`src/rtl/ce_monitor_pkg.sv`:
```
// ce_monitor_pkg: shared types and constants for the clock-enable monitor
package ce_monitor_pkg;
  typedef enum logic [1:0] {IDLE, SETTLE, MEASURE} state_t;
  localparam int CNT_W = 16;
  localparam int CE_IDX_4M = 0;
  localparam int CE_IDX_8M = 1;
  localparam int CE_IDX_16M = 2;
  localparam int CE_IDX_7M = 3;
endpackage

```
`src/rtl/ce_monitor_if.sv`:
```
// ce_monitor_if: strobe inputs and measurement results of the ce monitor
interface ce_monitor_if;
  import ce_monitor_pkg::*;
  logic locked, ce_4m, ce_8m, ce_16m, ce_7_16m, clr_err;
  logic [CNT_W-1:0] cnt_4m, cnt_8m, cnt_16m, cnt_7m;
  logic [3:0] freq_ok, err_width;
  logic meas_valid, meas_done, err_nest;
  modport master (
    output locked, ce_4m, ce_8m, ce_16m, ce_7_16m, clr_err,
    input  cnt_4m, cnt_8m, cnt_16m, cnt_7m, freq_ok, err_width, meas_valid, meas_done, err_nest
  );
  modport slave (
    input  locked, ce_4m, ce_8m, ce_16m, ce_7_16m, clr_err,
    output cnt_4m, cnt_8m, cnt_16m, cnt_7m, freq_ok, err_width, meas_valid, meas_done, err_nest
  );
endinterface

```
`src/rtl/ce_counter.sv`:
```
// ce_counter: saturating strobe counter with width check and tolerance compare
module ce_counter import ce_monitor_pkg::*; #(
  parameter int EXP = 400,
  parameter int TOL = 2
) (
  input  logic             clk_sys,
  input  logic             rst,
  input  logic             active,
  input  logic             run,
  input  logic             end_win,
  input  logic             drop,
  input  logic             clr_err,
  input  logic             ce,
  output logic [CNT_W-1:0] cnt,
  output logic             ok,
  output logic             err
);
  localparam logic signed [CNT_W:0] EXP_S = (CNT_W+1)'(EXP);
  localparam logic signed [CNT_W:0] TOL_S = (CNT_W+1)'(TOL);
  logic [CNT_W-1:0] acc_q, acc_d, cnt_q, cnt_d, fin;
  logic signed [CNT_W:0] diff;
  logic prev_q, prev_d, ok_q, ok_d, err_q, err_d;
  always_comb begin
    fin = &acc_q ? acc_q : acc_q + CNT_W'(ce);
    diff = $signed({1'b0, fin}) - EXP_S;
    acc_d = run && !end_win ? fin : '0;
    cnt_d = end_win ? fin : cnt_q;
    ok_d = drop ? 1'b0 : end_win ? (diff >= -TOL_S && diff <= TOL_S) : ok_q;
    prev_d = ce;
    err_d = (active && ce && prev_q) || (err_q && !clr_err);
  end
  always_ff @(posedge clk_sys)
    if (rst) begin
      acc_q <= '0;
      cnt_q <= '0;
      ok_q <= 1'b0;
      prev_q <= 1'b0;
      err_q <= 1'b0;
    end else begin
      acc_q <= acc_d;
      cnt_q <= cnt_d;
      ok_q <= ok_d;
      prev_q <= prev_d;
      err_q <= err_d;
    end
  assign cnt = cnt_q;
  assign ok = ok_q;
  assign err = err_q;
endmodule

```
`src/rtl/ce_monitor.sv`:
```
// ce_monitor: measures clk_gen enable strobes per window and flags rate, width and nesting faults
module ce_monitor import ce_monitor_pkg::*; #(
  parameter int WINDOW_CYCLES = 6400,
  parameter int SETTLE_CYCLES = 256,
  parameter int EXP_4M = 400,
  parameter int EXP_8M = 800,
  parameter int EXP_16M = 1600,
  parameter int EXP_7M = 716,
  parameter int TOL = 2
) (
  input logic         clk_sys,
  input logic         rst,
  ce_monitor_if.slave bus
);
  localparam int EXP_A [4] = '{EXP_4M, EXP_8M, EXP_16M, EXP_7M};
  state_t state_q, state_d;
  logic [CNT_W-1:0] tmr_q, tmr_d;
  logic valid_q, valid_d, done_q, done_d, nest_q, nest_d;
  logic active, run, end_win, drop;
  logic [3:0] ce, ok, ew;
  logic [CNT_W-1:0] cnt [4];
  always_comb begin
    ce = {bus.ce_7_16m, bus.ce_16m, bus.ce_8m, bus.ce_4m};
    active = state_q != IDLE;
    drop = active && !bus.locked;
    run = state_q == MEASURE && bus.locked;
    end_win = run && tmr_q == CNT_W'(WINDOW_CYCLES - 1);
    state_d = drop ? IDLE :
              state_q == IDLE && bus.locked ? SETTLE :
              state_q == SETTLE && tmr_q == CNT_W'(SETTLE_CYCLES - 1) ? MEASURE : state_q;
    tmr_d = state_d != state_q || end_win || !active ? '0 : tmr_q + 1'b1;
    done_d = end_win;
    valid_d = drop ? 1'b0 : end_win || valid_q;
    nest_d = (active && ((ce[CE_IDX_8M] && !ce[CE_IDX_16M]) || (ce[CE_IDX_4M] && !ce[CE_IDX_8M])))
             || (nest_q && !bus.clr_err);
  end
  always_ff @(posedge clk_sys)
    if (rst) begin
      state_q <= IDLE;
      tmr_q <= '0;
      valid_q <= 1'b0;
      done_q <= 1'b0;
      nest_q <= 1'b0;
    end else begin
      state_q <= state_d;
      tmr_q <= tmr_d;
      valid_q <= valid_d;
      done_q <= done_d;
      nest_q <= nest_d;
    end
  for (genvar i = 0; i < 4; i++) begin : g_ce
    ce_counter #(.EXP(EXP_A[i]), .TOL(TOL)) u_cnt (
      .clk_sys (clk_sys),
      .rst     (rst),
      .active  (active),
      .run     (run),
      .end_win (end_win),
      .drop    (drop),
      .clr_err (bus.clr_err),
      .ce      (ce[i]),
      .cnt     (cnt[i]),
      .ok      (ok[i]),
      .err     (ew[i])
    );
  end
  assign bus.cnt_4m = cnt[CE_IDX_4M];
  assign bus.cnt_8m = cnt[CE_IDX_8M];
  assign bus.cnt_16m = cnt[CE_IDX_16M];
  assign bus.cnt_7m = cnt[CE_IDX_7M];
  assign bus.freq_ok = ok;
  assign bus.err_width = ew;
  assign bus.meas_valid = valid_q;
  assign bus.meas_done = done_q;
  assign bus.err_nest = nest_q;
endmodule
```
`src/flat_wrapper.sv`:
```
// flat-port wrapper written by rule: the top's interface ports become plain ports
module ce_monitor_flat import ce_monitor_pkg::*;
#(
  parameter int WINDOW_CYCLES = 6400,
  parameter int SETTLE_CYCLES = 256,
  parameter int EXP_4M = 400,
  parameter int EXP_8M = 800,
  parameter int EXP_16M = 1600,
  parameter int EXP_7M = 716,
  parameter int TOL = 2
)
  (clk_sys, rst, bus_locked, bus_ce_4m, bus_ce_8m, bus_ce_16m, bus_ce_7_16m, bus_clr_err, bus_cnt_4m, bus_cnt_8m, bus_cnt_16m, bus_cnt_7m, bus_freq_ok, bus_err_width, bus_meas_valid, bus_meas_done, bus_err_nest);
  ce_monitor_if bus_i ();
  input logic clk_sys;
  input logic rst;
  input wire logic [$bits(bus_i.locked)-1:0] bus_locked;
  input wire logic [$bits(bus_i.ce_4m)-1:0] bus_ce_4m;
  input wire logic [$bits(bus_i.ce_8m)-1:0] bus_ce_8m;
  input wire logic [$bits(bus_i.ce_16m)-1:0] bus_ce_16m;
  input wire logic [$bits(bus_i.ce_7_16m)-1:0] bus_ce_7_16m;
  input wire logic [$bits(bus_i.clr_err)-1:0] bus_clr_err;
  output wire logic [$bits(bus_i.cnt_4m)-1:0] bus_cnt_4m;
  output wire logic [$bits(bus_i.cnt_8m)-1:0] bus_cnt_8m;
  output wire logic [$bits(bus_i.cnt_16m)-1:0] bus_cnt_16m;
  output wire logic [$bits(bus_i.cnt_7m)-1:0] bus_cnt_7m;
  output wire logic [$bits(bus_i.freq_ok)-1:0] bus_freq_ok;
  output wire logic [$bits(bus_i.err_width)-1:0] bus_err_width;
  output wire logic [$bits(bus_i.meas_valid)-1:0] bus_meas_valid;
  output wire logic [$bits(bus_i.meas_done)-1:0] bus_meas_done;
  output wire logic [$bits(bus_i.err_nest)-1:0] bus_err_nest;
  assign bus_i.locked = bus_locked;
  assign bus_i.ce_4m = bus_ce_4m;
  assign bus_i.ce_8m = bus_ce_8m;
  assign bus_i.ce_16m = bus_ce_16m;
  assign bus_i.ce_7_16m = bus_ce_7_16m;
  assign bus_i.clr_err = bus_clr_err;
  assign bus_cnt_4m = bus_i.cnt_4m;
  assign bus_cnt_8m = bus_i.cnt_8m;
  assign bus_cnt_16m = bus_i.cnt_16m;
  assign bus_cnt_7m = bus_i.cnt_7m;
  assign bus_freq_ok = bus_i.freq_ok;
  assign bus_err_width = bus_i.err_width;
  assign bus_meas_valid = bus_i.meas_valid;
  assign bus_meas_done = bus_i.meas_done;
  assign bus_err_nest = bus_i.err_nest;
  ce_monitor #(.WINDOW_CYCLES(WINDOW_CYCLES), .SETTLE_CYCLES(SETTLE_CYCLES), .EXP_4M(EXP_4M), .EXP_8M(EXP_8M), .EXP_16M(EXP_16M), .EXP_7M(EXP_7M), .TOL(TOL)) u_core (.clk_sys(clk_sys), .rst(rst), .bus(bus_i));
endmodule
```
`config.mk`:
```
export PLATFORM = sky130hd
export DESIGN_NAME = ce_monitor_flat
export DESIGN_NICKNAME = d
export VERILOG_FILES = /design/src/rtl/ce_monitor_pkg.sv /design/src/rtl/ce_monitor_if.sv /design/src/rtl/ce_counter.sv /design/src/rtl/ce_monitor.sv /design/src/flat_wrapper.sv
export SDC_FILE = /design/constraint.sdc
export NUM_CORES = 1
export LEC_CHECK = 0
export ABC_AREA = 1
export BUFFER_PORTS_ARGS = -buffer_cell sky130_fd_sc_hd__buf_2
export CAP_MARGIN = 10
export CORE_UTILIZATION = 40
export DETAILED_ROUTE_END_ITERATION = 8
export GPL_TIMING_DRIVEN = 0
export PLACE_DENSITY = 0.62
export SYNTH_ARGS = -nofsm -noshare
export SYNTH_HDL_FRONTEND = slang
export SYNTH_SLANG_ARGS = --single-unit
```
`constraint.sdc`:
```
create_clock -name clk_sys -period 2.77 [get_ports clk_sys]
set_input_delay 0.1385 -clock clk_sys [delete_from_list [all_inputs] [get_ports clk_sys]]
set_output_delay 0.1385 -clock clk_sys [all_outputs]
set_load 0.005 [all_outputs]
```
### Word-level counts from Yosys, hierarchy flattened

Cells that the tools add are included.
Widths: inputs -> output; s select.

* bits in registers: 161
* input port bits: 8
* logic and storage cells: 105

* add/subtract/negate cells: 9
* $lt $le $gt $ge: 8
* equality and inequality tests: 5
* mux-type cells: 7
* bitwise gates (word level): 1
* reduce and logical (&&, ||, !) cells: 50

Operators with widths (count)
* $ge 17x2->1 const B: 4
* $le 17x3->1 const B: 4
* $add 16x1->16: 4
* $mux 16: 4
* $reduce_and 16->1: 4
* $sub 16x10->17 const B: 2
* $logic_and 1x1->1: 26
* $sub 16x11->17 const B: 1
* $sub 16x9->17 const B: 1
* $add 16x1->16 const B: 1
* $eq 16x13->1 const B: 1
* $eq 16x8->1 const B: 1
* $logic_or 1x1->1: 9
* $logic_not 1->1: 6
* $mux 2: 3
* $reduce_or 2->1: 3
* $eq 2x1->1 const B: 1
* $eq 2x2->1 const B: 1
* $logic_not 2->1: 1
* $ne 2x2->1: 1
* $reduce_bool 2->1: 1
* $not 1->1: 1

### Logic depth before layout (Yosys ltp)

Gate-level depths: netlist (run 1).

* depth in word-level cells: 9
* gate-level depth with buffers: 22
* gate-level depth less buffers: 21

### Hierarchy

From an unflattened synthesis (run 1), not the netlist that was laid out.

* cells, all modules: 1500
* area, all modules: 9755.6 um^2

By module, submodules not included
* ce_counter at u_core.g_ce[3].u_cnt: instances 1, cells an instance 370, area an instance 2331.0 um^2, sequential area each 700.7 um^2
* ce_counter at u_core.g_ce[1].u_cnt: instances 1, cells an instance 349, area an instance 2297.2 um^2, sequential area each 700.7 um^2
* ce_counter at u_core.g_ce[0].u_cnt: instances 1, cells an instance 326, area an instance 2074.5 um^2, sequential area each 700.7 um^2
* ce_counter at u_core.g_ce[2].u_cnt: instances 1, cells an instance 305, area an instance 1998.2 um^2, sequential area each 700.7 um^2
* ce_monitor: instances 1, cells an instance 150, area an instance 1054.8 um^2, sequential area each 420.4 um^2

### Worst setup path after synthesis (run 1)

No wires, ideal clock.

* kind: flip-flop to flip-flop
* from: register u_core.g_ce[0].u_cnt.acc_q[0]
* to: register u_core.g_ce[0].u_cnt.ok_q
* arrival: 2.475 ns
* path slack: 0.178 ns
* stages on the path, launching flop included: 19
* buffers on the path: 0
* clock period less this slack: 2.592 ns
* path through: dfxtp_1 -> ha_1 -> ha_1 -> inv_1 -> nor2_1 -> xor2_1 -> nor2_1 -> ha_1 -> nand3_1 -> nand3_1 -> nand2_1 -> nor3_1 -> nand2_1 -> nand2_1 -> nor2_1 -> nand2_1 -> nand2_1 -> nor2_1 -> nor2_1

* cells in the longest elaborated chain, start to end: 5
* elaborated cells between the ends (all ways): 7

Ends and longest elaborated chain
* from (decl): line ce_counter.sv:20 `logic [CNT_W-1:0] acc_q, acc_d, cnt_q, cnt_d, fin;`
* from (signal assigned): line ce_counter.sv:34 `acc_q <= '0;`
* from (signal assigned): line ce_counter.sv:40 `acc_q <= acc_d;`
* $add 16x1->16 or $reduce_and 16->1 (tied branches): line ce_counter.sv:24 `fin = &acc_q ? acc_q : acc_q + CNT_W'(ce);`
* $mux 16 (*): line ce_counter.sv:24
* $sub 16x9->17 (*): line ce_counter.sv:25 `diff = $signed({1'b0, fin}) - EXP_S;`
* $ge 17x2->1 or $le 17x3->1 (tied branches): line ce_counter.sv:28 `ok_d = drop ? 1'b0 : end_win ? (diff >= -TOL_S && diff <= TOL_S) : ok_q;`
* $logic_and 1x1->1 (*): line ce_counter.sv:28
* to (signal assigned): line ce_counter.sv:42 `ok_q <= ok_d;`
* to (decl): line ce_counter.sv:22 `logic prev_q, prev_d, ok_q, ok_d, err_q, err_d;`

Mark *: on every way between the ends. The rest lies on a longest branch, timed or not.
A chain may end at the register's enable or synchronous reset.

### Worst setup path in the final report (run 1)

* from: register u_core.g_ce[3].u_cnt.acc_q[0]
* to: register u_core.g_ce[3].u_cnt.ok_q

* cells in the longest elaborated chain, start to end: 5
* elaborated cells between the ends (all ways): 7

Ends and longest elaborated chain (line)
* from (decl): ce_counter.sv:20
* from (signal assigned): ce_counter.sv:34
* from (signal assigned): ce_counter.sv:40
* $add 16x1->16 or $reduce_and 16->1 (tied branches): ce_counter.sv:24
* $mux 16 (*): ce_counter.sv:24
* via u_core.g_ce[3].u_cnt.fin[2]: ce_counter.sv:20
* $sub 16x10->17 (*): ce_counter.sv:25
* $ge 17x2->1 or $le 17x3->1 (tied branches): ce_counter.sv:28
* $logic_and 1x1->1 (*): ce_counter.sv:28
* to (signal assigned): ce_counter.sv:42
* to (decl): ce_counter.sv:22

Mark *: on every way through the listed nets, which the timed path passes. The rest lies on a longest branch.

==> metrics.md, run 1 <==
| Metric | Value |
|---|---|
| DR vias/cell | `4.990` |
| Yosys cell types | `40` |
| CTS Sinks | `161` |
| Placed cells | `1,676` |
| Slew @ Worst Pin | `0.7211 ns` |
| Final Worst Setup Slack | `0.1229 ns` |
| Slew headroom | `51.56%` |
| P&R area growth vs syn | `18.30%` |
| Max Slew Vio Count | `0` |
| Final WL | `24,740 um` |
| Final Non-Filler Cells | `1,718` |
| Post-synthesis sequential area ratio | `36.85%` |
| Startpoint types | `flip-flop` |
| Max-cap violations | `0` |
| Longest Clk Path Bufs | `2` |
| Hold path startpoint | `bus_ce_8m` |
| Synth Register Bits | `161` |
| Worst EP required | `3.14 ns` |
| CTS tree | `done` |
| Nets@finish | `1,457` |
| WS Path Type | `flip-flop to flip-flop` |
| Number of global-route vias before repair | `7,995` |
| Worst Reg-to-Reg Cells | `19` |
| First-pass GRT wire length | `39,650 um` |
| Placer Congestion | `0.9357` |
| Post-route DRC | `0` |
| IO Pins | `83` |
| LEAKAGE | `4.732 nW` |
| Synth area leaders | `dfxtp_1, nand2_1, nor2_1, inv_1, nand3_1` |
| Antenna violations before repair | `0` |
| DRT antenna net count | `0` |
| Final Skew | `0.01111 ns` |
| Reg2reg end | `u_core.g_ce[3].u_cnt.ok$_SDFFE_PP0P_` |
| Synth warn | `0` |
| I/O Buffers | `82` |
| Full die area | `22,460 sq um` |
| Site row count | `53` |
| WL per Instance | `14.40 um` |
| Mapped Nets | `1,345` |
| Drt first-iter violations | `529` |
| Endpoints failing setup | `0` |
| Setup crit end kind | `flip-flop` |
| Hold path cells | `3` |
| Final Power | `4.766 mW` |
| GRT Total Usage | `22.59%` |
| Pin count of the biggest net entering global routing | `17` |
| H-tree depth | `4` |
| CP max FO | `5` |
| RR Startpoint | `u_core.g_ce[3].u_cnt.acc_q[0]$_SDFF_PP0_` |
| CTS Buf Count | `17` |
| Chip width | `149.9 um` |
| Crit path DAT | `3.02 ns` |
| Cells after Synth | `1,319` |
| Final period util | `95.56%` |
| Avg Synthesized Cell Area | `6.631 sq um` |
| Tmin final | `2.647 ns` |
| Vias | `8,572` |
| Grt ovf | `0` |
| Placeable Area | `21,220 sq um` |
| Die height | `149.9 um` |
| Status | `finished clean` |
| Hold EP | `u_core.g_ce[1].u_cnt.prev_q$_SDFF_PP0_` |
| VDD IR max | `0.0004069 V` |
| Antenna cell count | `0` |
| Max Freq | `377.8 MHz` |
| R2R Setup Slk | `0.12 ns` |
| Unrepaired setup endpoints after global routing | `yes` |
| Synth area leader | `dfxtp_1` |
| Post-DP HPWL | `18,770 um` |
| Post-synthesis cell area | `8746 sq um` |
| Drt pass-1 iters | `6` |
| Clock slew at reported path FFs | `0.07 ns` |
| Final-report hold violation count | `0` |
| Tightest Hold Check Type | `primary input to flip-flop` |
| Worst skew pair latency | `0.43 ns` |
| Post-synth top area share | `36.85%` |
| Setup WS pre-CTS | `-0.3809 ns` |
| Root Buffer | `clkbuf_16` |
| Layout cells sized above 1 | `17.19%` |
| Pwr per Cell Area | `460.6 nW/um^2` |
| Initial Util | `41.21%` |
sequential cells by signal, indices dropped and copies added (netlist names):
signal                    count
u_core.bus.meas_done          1
u_core.tmr_q                 16
u_core.bus.meas_valid         1
u_core.g_ce.u_cnt.prev_q      4
u_core.g_ce.u_cnt.acc_q      64
u_core.g_ce.u_cnt.cnt        64
u_core.g_ce.u_cnt.err         4
u_core.state_q                2
u_core.bus.err_nest           1
u_core.g_ce.u_cnt.ok          4
cells by family after synthesis:
family	after synthesis	share of synthesized area, %
AO/OA/AOI/OAI	167	10.29
XOR/XNOR	37	3.705
adder cells (fa/ha/maj)	18	2.575
buffers and inverters	201	9.485
flip-flops	161	36.85
AND/OR/NAND/NOR	735	37.10
stage by stage:
stage	util (%)	setup TNS [ns]	cell area [sq um]	hold WS, ns
floorplan	-	0	8746	0.2455
global placement	44.77	-0.5892	9500	0.3855
detailed placement	44.77	-0.6942	9500	0.3879
CTS	47.79	0	10140	0.007973
global route	48.76	-0.4593	10350	0.03065
finish	48.76	0	10350	0.02554
power by group:
group	internal [mW]	leakage, nW	switching [mW]
clock network	1.40	0.282	0.972
logic	0.0201	3.15	0.0480
registers	2.32	1.30	0.00251
final cells by class:
| class | count | area (sq um) |
|---|---|---|
| fill | 2151 | 10870 |
| clock inverter | 7 | 98.84 |
| clock buffer | 24 | 481.7 |
| inverter | 158 | 593.1 |
| timing repair buffer | 93 | 500.5 |
| multi-input combinational | 957 | 4838 |
| buffer | 43 | 250.2 |
| sequential | 161 | 3239 |
| tap | 275 | 344.1 |
worst max-delay path, cell delays in order (launching register included):
cell and delay (ns):
dfxtp_1 0.33, ha_4 0.19, ha_1 0.26, xnor2_2 0.30, nand2_4 0.08, inv_2 0.12, ha_1 0.25, inv_1 0.09
nand3_1 0.08, nand2_1 0.07, nand2_1 0.06, nor2_1 0.10, nand3_1 0.08, nor2_1 0.12, nand2_1 0.07, nor2_1 0.10
nand3_1 0.09, nand2_1 0.06, nor2_1 0.04, nor2_1 0.08
worst max path at each step:
stage | from | end | slack, ns | cells past startpoint
after CTS | u_core.g_ce[0].u_cnt.acc_q[0]$_SDFF_PP0_ | u_core.g_ce[0].u_cnt.ok$_SDFFE_PP0P_ | 0.01 | 18
after global routing | u_core.g_ce[3].u_cnt.acc_q[0]$_SDFF_PP0_ | u_core.g_ce[3].u_cnt.ok$_SDFFE_PP0P_ | -0.07 | 19
after global placement | u_core.g_ce[0].u_cnt.acc_q[0]$_SDFF_PP0_ | u_core.g_ce[0].u_cnt.ok$_SDFFE_PP0P_ | -0.34 | 18
after floorplan | u_core.g_ce[0].u_cnt.acc_q[0]$_SDFF_PP0_ | u_core.g_ce[0].u_cnt.ok$_SDFFE_PP0P_ | 0.18 | 18
after detailed placement | u_core.g_ce[0].u_cnt.acc_q[0]$_SDFF_PP0_ | u_core.g_ce[0].u_cnt.ok$_SDFFE_PP0P_ | -0.38 | 18
final | u_core.g_ce[3].u_cnt.acc_q[0]$_SDFF_PP0_ | u_core.g_ce[3].u_cnt.ok$_SDFFE_PP0P_ | 0.12 | 19
layout by cell type (no fill, tap or decap), types with 11 or more instances in the layout:
master,count
nand2_2,14
a21oi_1,76
inv_2,13
dfxtp_2,13
nor2_4,11
nor3_1,16
nand4_1,34
buf_2,93
dfxtp_1,148
nand2_1,324
buf_4,18
clkbuf_1,16
xor2_1,24
o21ai_0,62
inv_1,145
nor2_2,13
nor2_1,187
clkbuf_16,17
nand3_1,91
timing repair:
item                                   in CTS  in global routing
gates resized for setup                     7                 54
hold buffers                                3                  0
setup endpoints to repair                   3                129
endpoints found under the hold margin       3                  0
pin swaps                                   1                  9
buffers inserted                            1                  7
cell usage after synthesis, drive strengths merged:
master	instances
and2	2
dfxtp	161
nand4	34
xor2	26
o21bai	6
a221oi	1
ha	18
or2	11
a31oi	4
nand2	342
nor3b	6
buf	28
clkbuf	15
nand3	97
nor3	21
o211ai	7
o31ai	1
and3	1
o21a	2
xnor2	11
a32oi	4
nor4	5
nor2	211
o21ai	66
a21oi	76
inv	158
nand3b	5
metal layers:
layer  track usage [%]  part of all wire [%]  up-vias
met5                 0                     0        -
met4             7.222                   2.0        0
met3             3.872                   4.8       30
met2             38.17                    47      185
met1             29.06                    47     3901
li1                  -                     -     4456
Power figures use the tool's default switching activity.
==> inputs of run 2 (changes only) <==
Settings changed: ABC_AREA 1 to default.
==> metrics.md, run 2 <==
| Metric | Value |
|---|---|
| Final Skew | `0.007426 ns (-0.003680 ns)` |
| Drt pass-1 iters | `5 (-1)` |
| Max Slew Vio Count | `0 (unchanged)` |
| Synth Register Bits | `161 (unchanged)` |
| Fill count | `1,911 (-11%)` |
| Post-synth top area share | `39.14% (+2.3 points)` |
| Post-route DRC | `0 (unchanged)` |
| Tmin final | `2.777 ns (+0.1296 ns)` |
| CTS tree | `done` |
| Sequential power share | `48.1% (-0.6 points)` |
| Crit path DAT | `3.11 ns (+0.09 ns)` |
| Cells after Synth | `981 (-26%)` |
| CP max FO | `4 (-1)` |
| Most used cell, CP | `nand2_2` |
| Placed cells | `1,333 (-20%)` |
| Final period util | `100.2% (+4.7 points)` |
| Number of global-route vias before repair | `6,928 (-13%)` |
| Multi-input gate area | `5202 sq um (+7.5%)` |
| Endpoints failing setup | `1 (+1)` |
| Ys flop type | `dfxtp_1` |
| Pwr per Cell Area | `458.0 nW/um^2 (-0.57%)` |
| Slew headroom | `52.06% (+0.50 points)` |
| Clock power share | `50.4% (+0.6 points)` |
| Unrepaired setup endpoints after global routing | `yes` |
| CTS Sinks | `161 (unchanged)` |
| Initial Util | `40.70% (-0.51 points)` |
| IO Pins | `83 (unchanged)` |
| Internal | `3.819 mW (+2.0%)` |
| H-tree depth | `4 (unchanged)` |
| Tightest Hold Check Type | `primary input to flip-flop` |
| Site row count | `52 (-1.9%)` |
| Register area | `3287 sq um (+1.5%)` |
| Comb power frac | `1.5% (about the same)` |
| Worst skew pair latency | `0.42 ns (about the same)` |
| First-pass GRT wire length | `37,580 um (-5.2%)` |
| GR Util met1 | `31.19% (+2.1 points)` |
| Vias | `7,680 (-10%)` |
| DR vias/cell | `5.490 (+10%)` |
| GRT Total Usage | `22.51% (-0.076 points)` |
| Async SR Flop Fraction | `0% (unchanged)` |
| LEAKAGE | `3.833 nW (-19%)` |
| Grt ovf | `0 (unchanged)` |
| Synth area leader | `dfxtp_1` |
| Yosys cell types | `85 (+110%)` |
| Max Freq | `360.1 MHz (-4.7%)` |
| Sw Pwr | `997.2 uW (-2.4%)` |
| Layout cells sized above 1 | `28.96% (+12 points)` |
| VDD IR max | `0.0003911 V (-3.9%)` |
| I/O Buffers | `82 (unchanged)` |
| Worst EP required | `3.10 ns (-0.04 ns)` |
| Placer Congestion | `0.9222 (-1.4%)` |
| Post-DP HPWL | `17,030 um (-9.3%)` |
| Avg Synthesized Cell Area | `8.395 sq um (+27%)` |
| CP max-delay cell | `dfxtp_4` |
| Setup_tns | `-0.006713 ns (-0.006713 ns)` |
| Switching Share | `20.71% (-0.74 points)` |
| DRT antenna net count | `0 (unchanged)` |
| Synth warn | `0 (unchanged)` |
| Setup crit end kind | `flip-flop` |
| Hold path cells | `2 (-1)` |
| P&R area growth vs syn | `27.68%` |
| Max-cap violations | `0 (unchanged)` |
| EDFF count, synth | `0 (unchanged)` |
| Chip width | `145.5 um (-2.9%)` |
| Final Worst Setup Slack | `-0.006713 ns (-0.1296 ns)` |
| Antenna violations before repair | `0 (unchanged)` |
| Longest Clk Path Bufs | `2 (unchanged)` |
| Pin count of the biggest net entering global routing | `17 (unchanged)` |
| Post-synthesis cell area | `8235 sq um (-5.8%)` |
| Status | `complete, but fails checks` |
| Global routing's busiest layer | `met2` |
| Met3 global-route usage | `3.323% (-0.55 points)` |
| Count leader, synth | `nor2_1` |
| Commonest cells after routing, fill and taps aside | `nor2_1, dfxtp_1, buf_2, nand2_1, a211oi_1` |
| Clock slew at reported path FFs | `0.06 ns (about the same)` |
| Root Buffer | `clkbuf_16` |
| Antenna cell count | `0 (unchanged)` |
| Placeable Area | `20,230 sq um (-4.6%)` |
| WL per Instance | `17.06 um (+18%)` |
| Mapped Nets | `1,007 (-25%)` |
| Startpoint types | `flip-flop` |
| Synth area leaders | `dfxtp_1, nor2_1, a211oi_1, xnor2_1, xor2_1` |
| Post-synthesis sequential area ratio | `39.14% (+2.3 points)` |
| CTS Buf Count | `17 (unchanged)` |
| Failing checks | `setup timing` |
| WS Path Type | `flip-flop to flip-flop` |
| Placed Area | `9039 sq um (-4.9%)` |
| Commonest non-fill, non-tap cell in the layout | `nor2_1` |
| Final WL | `23,860 um (-3.5%)` |
| Final-report hold violation count | `0 (unchanged)` |
| Drt first-iter violations | `540 (+2.1%)` |
| Worst Reg-to-Reg Cells | `15 (-4)` |
| Critical path, cell by cell | `and4_4, and2_4, buf_6, nand2_2, nand2_2, xor2_2, inv_1, buf_4, ha_1, nand4_1, a21oi_2, o2111ai_1, nor3_1, o2111ai_2, o31ai_2` |
| Die height | `145.5 um (-2.9%)` |
| Global-route met2 utilization | `35.36% (-2.8 points)` |
| Final instance area | `10,520 sq um (+1.6%)` |
| Top cells by count, synth | `nor2_1, dfxtp_1, nand2_1, a211oi_1, xnor2_1` |
| Full die area | `21,170 sq um (-5.8%)` |
| Worst stage delay on the critical path | `0.37 ns (+0.04 ns)` |
| Final Non-Filler Cells | `1,399 (-19%)` |
| Nets@finish | `1,144 (-21%)` |
| Slew @ Worst Pin | `0.7157 ns (-0.005309 ns)` |
## run 2: cell types whose count changed after synthesis, sizes merged, moves of 12 or more
cell | previous run | this run
a211oi | 0 | 55
a21oi | 76 | 39
and3 | 1 | 27
inv | 158 | 15
nand2 | 342 | 71
nand3 | 97 | 41
nor2 | 211 | 189
nor2b | 0 | 13
o21ai | 66 | 19
xnor2 | 11 | 41
xor2 | 26 | 38
## run 2: per-stage QoR
stage | hold WS (ns) | util (%) | setup slack [ns] | total power [mW]
after floorplan | 0.2628 | - | -0.01880 | 2.411
after global placement | 0.4162 | 44.67 | -0.6833 | 2.443
after detailed placement | 0.4269 | 44.67 | -0.6850 | 2.444
after CTS | 0.01464 | 49.34 | -0.2444 | 4.848
final | 0.02325 | 51.97 | -0.006713 | 4.816
after global routing | 0.01987 | 51.97 | -0.1669 | 4.950
## run 2: final cells by class
cell class | instances | area share (%)
inverters | 15 | 0.5355
flip-flops and latches | 161 | 31.26
repair buffers | 124 | 7.116
multi-input cells | 748 | 49.48
clock inverters | 13 | 1.618
plain buffers | 51 | 2.737
well taps | 270 | 3.213
clock buffers | 17 | 4.046
## run 2: repair_timing
item,in CTS,in global routing
pin swaps,18,40
endpoints found under the hold margin,1,0
setup endpoints to repair,66,73
gates resized for setup,56,96
buffers inserted,18,23
hold buffers,1,0
## run 2: power groups by stage
stage / Combinational [mW] / Sequential [mW] / Clock, mW
2_1_floorplan: 0.0361 / 2.37 / 0
3_3_place_gp: 0.0676 / 2.38 / 0
3_5_place_dp: 0.0679 / 2.38 / 0
4_1_cts: 0.0702 / 2.32 / 2.45
5_1_grt: 0.0779 / 2.32 / 2.56
6_report: 0.0719 / 2.32 / 2.43
## run 2: final timing paths
| check | slack (ns) | end | from |
|---|---|---|---|
| max | -0.007 | u_core.g_ce[3].u_cnt.ok$_SDFFE_PP0P_ | u_core.g_ce[3].u_cnt.acc_q[8]$_SDFF_PP0_ |
| max reg2reg | -0.007 | u_core.g_ce[3].u_cnt.ok$_SDFFE_PP0P_ | u_core.g_ce[3].u_cnt.acc_q[8]$_SDFF_PP0_ |
| min | 0.02 | u_core.g_ce[2].u_cnt.prev_q$_SDFF_PP0_ | bus_ce_16m |
| min reg2reg | 0.46 | u_core.g_ce[2].u_cnt.cnt[3]$_SDFFE_PP0P_ | u_core.g_ce[2].u_cnt.cnt[3]$_SDFFE_PP0P_ |
## run 2: worst max-delay path: cells and delay by family, from the launching register on
kind / cells / cell delay (ns)
AOI/OAI and AO/OA: 4 / 0.70
xor gates and xnor gates: 1 / 0.15
adders and majority gates: 1 / 0.29
buffers and inverters: 3 / 0.33
DFF: 1 / 0.37
and+or+nand+nor: 6 / 0.86
## run 2: cells by family (layout without fill, tap and decap cells)
kind of cell	count (synthesis)	count (layout)	share of synthesized area (%)
multiplexers	8	8	1.003
XOR/XNOR	79	79	8.630
adder cells (fa/ha/maj)	18	18	2.735
AND/OR/NAND/NOR	472	472	29.55
flip-flops	161	161	39.14
buffers and inverters	72	220	4.193
AO/OA/AOI/OAI	171	171	14.75
## run 2: routing by layer
layer / part of all wire, % / routed length [um]
met5: 0 / 0
met4: 2.1 / 502
met3: 5.7 / 1364
met2: 46 / 10930
met1: 46 / 11060
==> inputs of run 3 (changes only) <==
Settings changed: RECOVER_POWER from default to 100.
==> metrics.md, run 3 (synthesized netlist as in run 2, its figures left out) <==
| Metric | Value |
|---|---|
| Status | `complete, but fails checks` |
| Failing checks | `setup timing` |
| DRT antenna net count | `0 (unchanged)` |
| CTS Buf Count | `17 (unchanged)` |
| P&R area growth vs syn | `26.88%` |
| Core Util, Final | `51.64% (-0.33 points)` |
| Full die area | `21,170 sq um (unchanged)` |
| Worst skew pair latency | `0.42 ns (about the same)` |
| Commonest cells after routing, fill and taps aside | `nor2_1, dfxtp_1, nand2_1, clkbuf_1, buf_2` |
| First-pass GRT wire length | `37,580 um (unchanged)` |
| Drt first-iter violations | `508 (-5.9%)` |
| Final-report hold violation count | `0 (unchanged)` |
| Clock slew at reported path FFs | `0.06 ns (about the same)` |
| Die height | `145.5 um (unchanged)` |
| IO Pins | `83 (unchanged)` |
| Setup WS pre-CTS | `-0.6850 ns (unchanged)` |
| Antenna cell count | `0 (unchanged)` |
| CP Launch Point | `u_core.g_ce[3].u_cnt.acc_q[8]$_SDFF_PP0_` |
| Tightest Hold Check Type | `primary input to flip-flop` |
| Post-DP HPWL | `17,030 um (unchanged)` |
| GR Util met1 | `31.19% (unchanged)` |
| WS Path Type | `flip-flop to flip-flop` |
| WHS | `0.02782 ns (+0.004567 ns)` |
| Pin count of the biggest net entering global routing | `17 (unchanged)` |
| Final instance area | `10,450 sq um (-0.63%)` |
| Number of global-route vias before repair | `6,928 (unchanged)` |
| Hold path startpoint | `bus_ce_16m` |
| Antenna violations before repair | `0 (unchanged)` |
| Pwr per Cell Area | `460.7 nW/um^2 (+0.60%)` |
| Endpoints failing setup | `1 (unchanged)` |
| Site row count | `52 (unchanged)` |
| Commonest non-fill, non-tap cell in the layout | `nor2_1` |
| Max Freq | `358.8 MHz (-0.37%)` |
| Startpoint types | `flip-flop` |
| LEAKAGE | `3.676 nW (-4.1%)` |
| WL per Instance | `17.03 um (-0.12%)` |
| Sequential power share | `48.1% (about the same)` |
| CP max-delay cell | `dfxtp_4` |
| Final Worst Setup Slack | `-0.01713 ns (-0.01041 ns)` |
| Vias | `7,643 (-0.48%)` |
| Nets@finish | `1,144 (unchanged)` |
| Slew headroom | `52.40% (+0.34 points)` |
| CP max FO | `4 (unchanged)` |
| Crit path DAT | `3.12 ns (about the same)` |
| Placed cells | `1,333 (unchanged)` |
| GRT Total Usage | `22.51% (unchanged)` |
| H-tree depth | `4 (unchanged)` |
| Comb power frac | `1.5% (about the same)` |
| Global-route met2 utilization | `35.36% (unchanged)` |
| Final Skew | `0.006927 ns (-0.0004991 ns)` |
| Critical path, cell by cell | `and4_4, and2_4, buf_6, nand2_2, nand2_2, xor2_2, inv_1, buf_4, ha_1, nand4_1, a21oi_2, o2111ai_1, nor3_1, o2111ai_2, o31ai_2` |
| DR vias/cell | `5.463 (-0.48%)` |
| Worst stage delay on the critical path | `0.37 ns (about the same)` |
| Max Slew Vio Count | `0 (unchanged)` |
| Post-route DRC | `0 (unchanged)` |
| Chip width | `145.5 um (unchanged)` |
| I/O Buffers | `82 (unchanged)` |
| Setup crit end kind | `flip-flop` |
| Internal | `3.818 mW (about the same)` |
| Slew @ Worst Pin | `0.7107 ns (-0.005072 ns)` |
| VDD IR max | `0.0003906 V (-0.15%)` |
| Worst EP required | `3.10 ns (about the same)` |
| Root Buffer | `clkbuf_16` |
| R2R Setup Slk | `-0.02 ns (about the same)` |
| Longest Clk Path Bufs | `2 (unchanged)` |
| Met3 global-route usage | `3.323% (unchanged)` |
| Switching Share | `20.69% (about the same)` |
| CTS Sinks | `161 (unchanged)` |
| Layout cells sized above 1 | `25.60% (-3.4 points)` |
| Initial Util | `40.70% (unchanged)` |
| Unrepaired setup endpoints after global routing | `yes` |
| Sw Pwr | `996.3 uW (about the same)` |
| Global routing's busiest layer | `met2` |
| RR Startpoint | `u_core.g_ce[3].u_cnt.acc_q[8]$_SDFF_PP0_` |
| Clock power share | `50.4% (about the same)` |
| Placed Area | `9039 sq um (unchanged)` |
| Most used cell, CP | `nand2_2` |
| Grt ovf | `0 (unchanged)` |
| Final Non-Filler Cells | `1,399 (unchanged)` |
| Final period util | `100.6% (+0.38 points)` |
| Placer Congestion | `0.9222 (unchanged)` |
| Max-cap violations | `0 (unchanged)` |
| Placeable Area | `20,230 sq um (unchanged)` |
| CTS tree | `done` |
| Drt pass-1 iters | `5 (unchanged)` |
| Final WL | `23,830 um (-0.12%)` |
| Tmin final | `2.787 ns (+0.01041 ns)` |
==> run 3: changes by cell type in the layout (fill, tap and decap cells not counted), sizes merged <==
| cell | previous run | this run |
|---|---|---|
| buf | 149 | 104 |
| clkbuf | 42 | 87 |
==> run 3: worst paths after layout <==
check                                                           endpoint  cells past startpoint
worst max-delay path                u_core.g_ce[3].u_cnt.ok$_SDFFE_PP0P_                     15
worst min-delay path              u_core.g_ce[2].u_cnt.prev_q$_SDFF_PP0_                      2
worst max register to register      u_core.g_ce[3].u_cnt.ok$_SDFFE_PP0P_                     15
worst min register to register  u_core.g_ce[2].u_cnt.cnt[3]$_SDFFE_PP0P_                      2
==> run 3: area by class of cell <==
class / count / area (sq um)
Multi-Input combinational cell: 748 / 5186
Buffer: 51 / 277.8
Timing Repair Buffer: 124 / 708.2
Inverter: 15 / 56.30
Sequential cell: 161 / 3287
Tap cell: 270 / 337.8
Clock inverter: 13 / 170.2
Clock buffer: 17 / 425.4
Fill cell: 1933 / 9786
==> run 3: metal layers <==
metal | part of all wire (%) | wire length [um]
met3 | 5.3 | 1254
met2 | 46 | 10910
met5 | 0 | 0
met1 | 47 | 11120
met4 | 2.3 | 544
==> run 3: stage by stage <==
step | total power [mW] | TNS (ns)
finish | 4.814 | -0.01713
global route | 4.949 | -0.3568
CTS | 4.848 | -0.2444
detailed placement | 2.444 | -11.63
global placement | 2.443 | -11.15
floorplan | 2.411 | -0.01880
==> run 3: what timing repair did <==
action                                  CTS  global route
hold endpoints to repair                  1             0
endpoints found under the setup margin   66            73
gates resized for setup                  56            96
setup buffers                            18            23
hold buffers                              1             0
pin swaps                                18            40
==> run 3: worst max-delay path, delay by kind of cell (launching register included) <==
| kind | cells | cell delay [ns] |
|---|---|---|
| AO/OA/AOI/OAI | 4 | 0.70 |
| flip-flops | 1 | 0.37 |
| XOR/XNOR | 1 | 0.16 |
| AND/OR/NAND/NOR | 6 | 0.86 |
| adder cells (fa/ha/maj) | 1 | 0.29 |
| buffers and inverters | 3 | 0.33 |
==> run 3: power groups by stage <==
stage | sequential [mW] | clock [mW] | combinational (mW)
3_3_place_gp | 2.38 | 0 | 0.0676
6_report | 2.32 | 2.43 | 0.0713
2_1_floorplan | 2.37 | 0 | 0.0361
5_1_grt | 2.32 | 2.56 | 0.0771
4_1_cts | 2.32 | 2.45 | 0.0702
3_5_place_dp | 2.38 | 0 | 0.0679
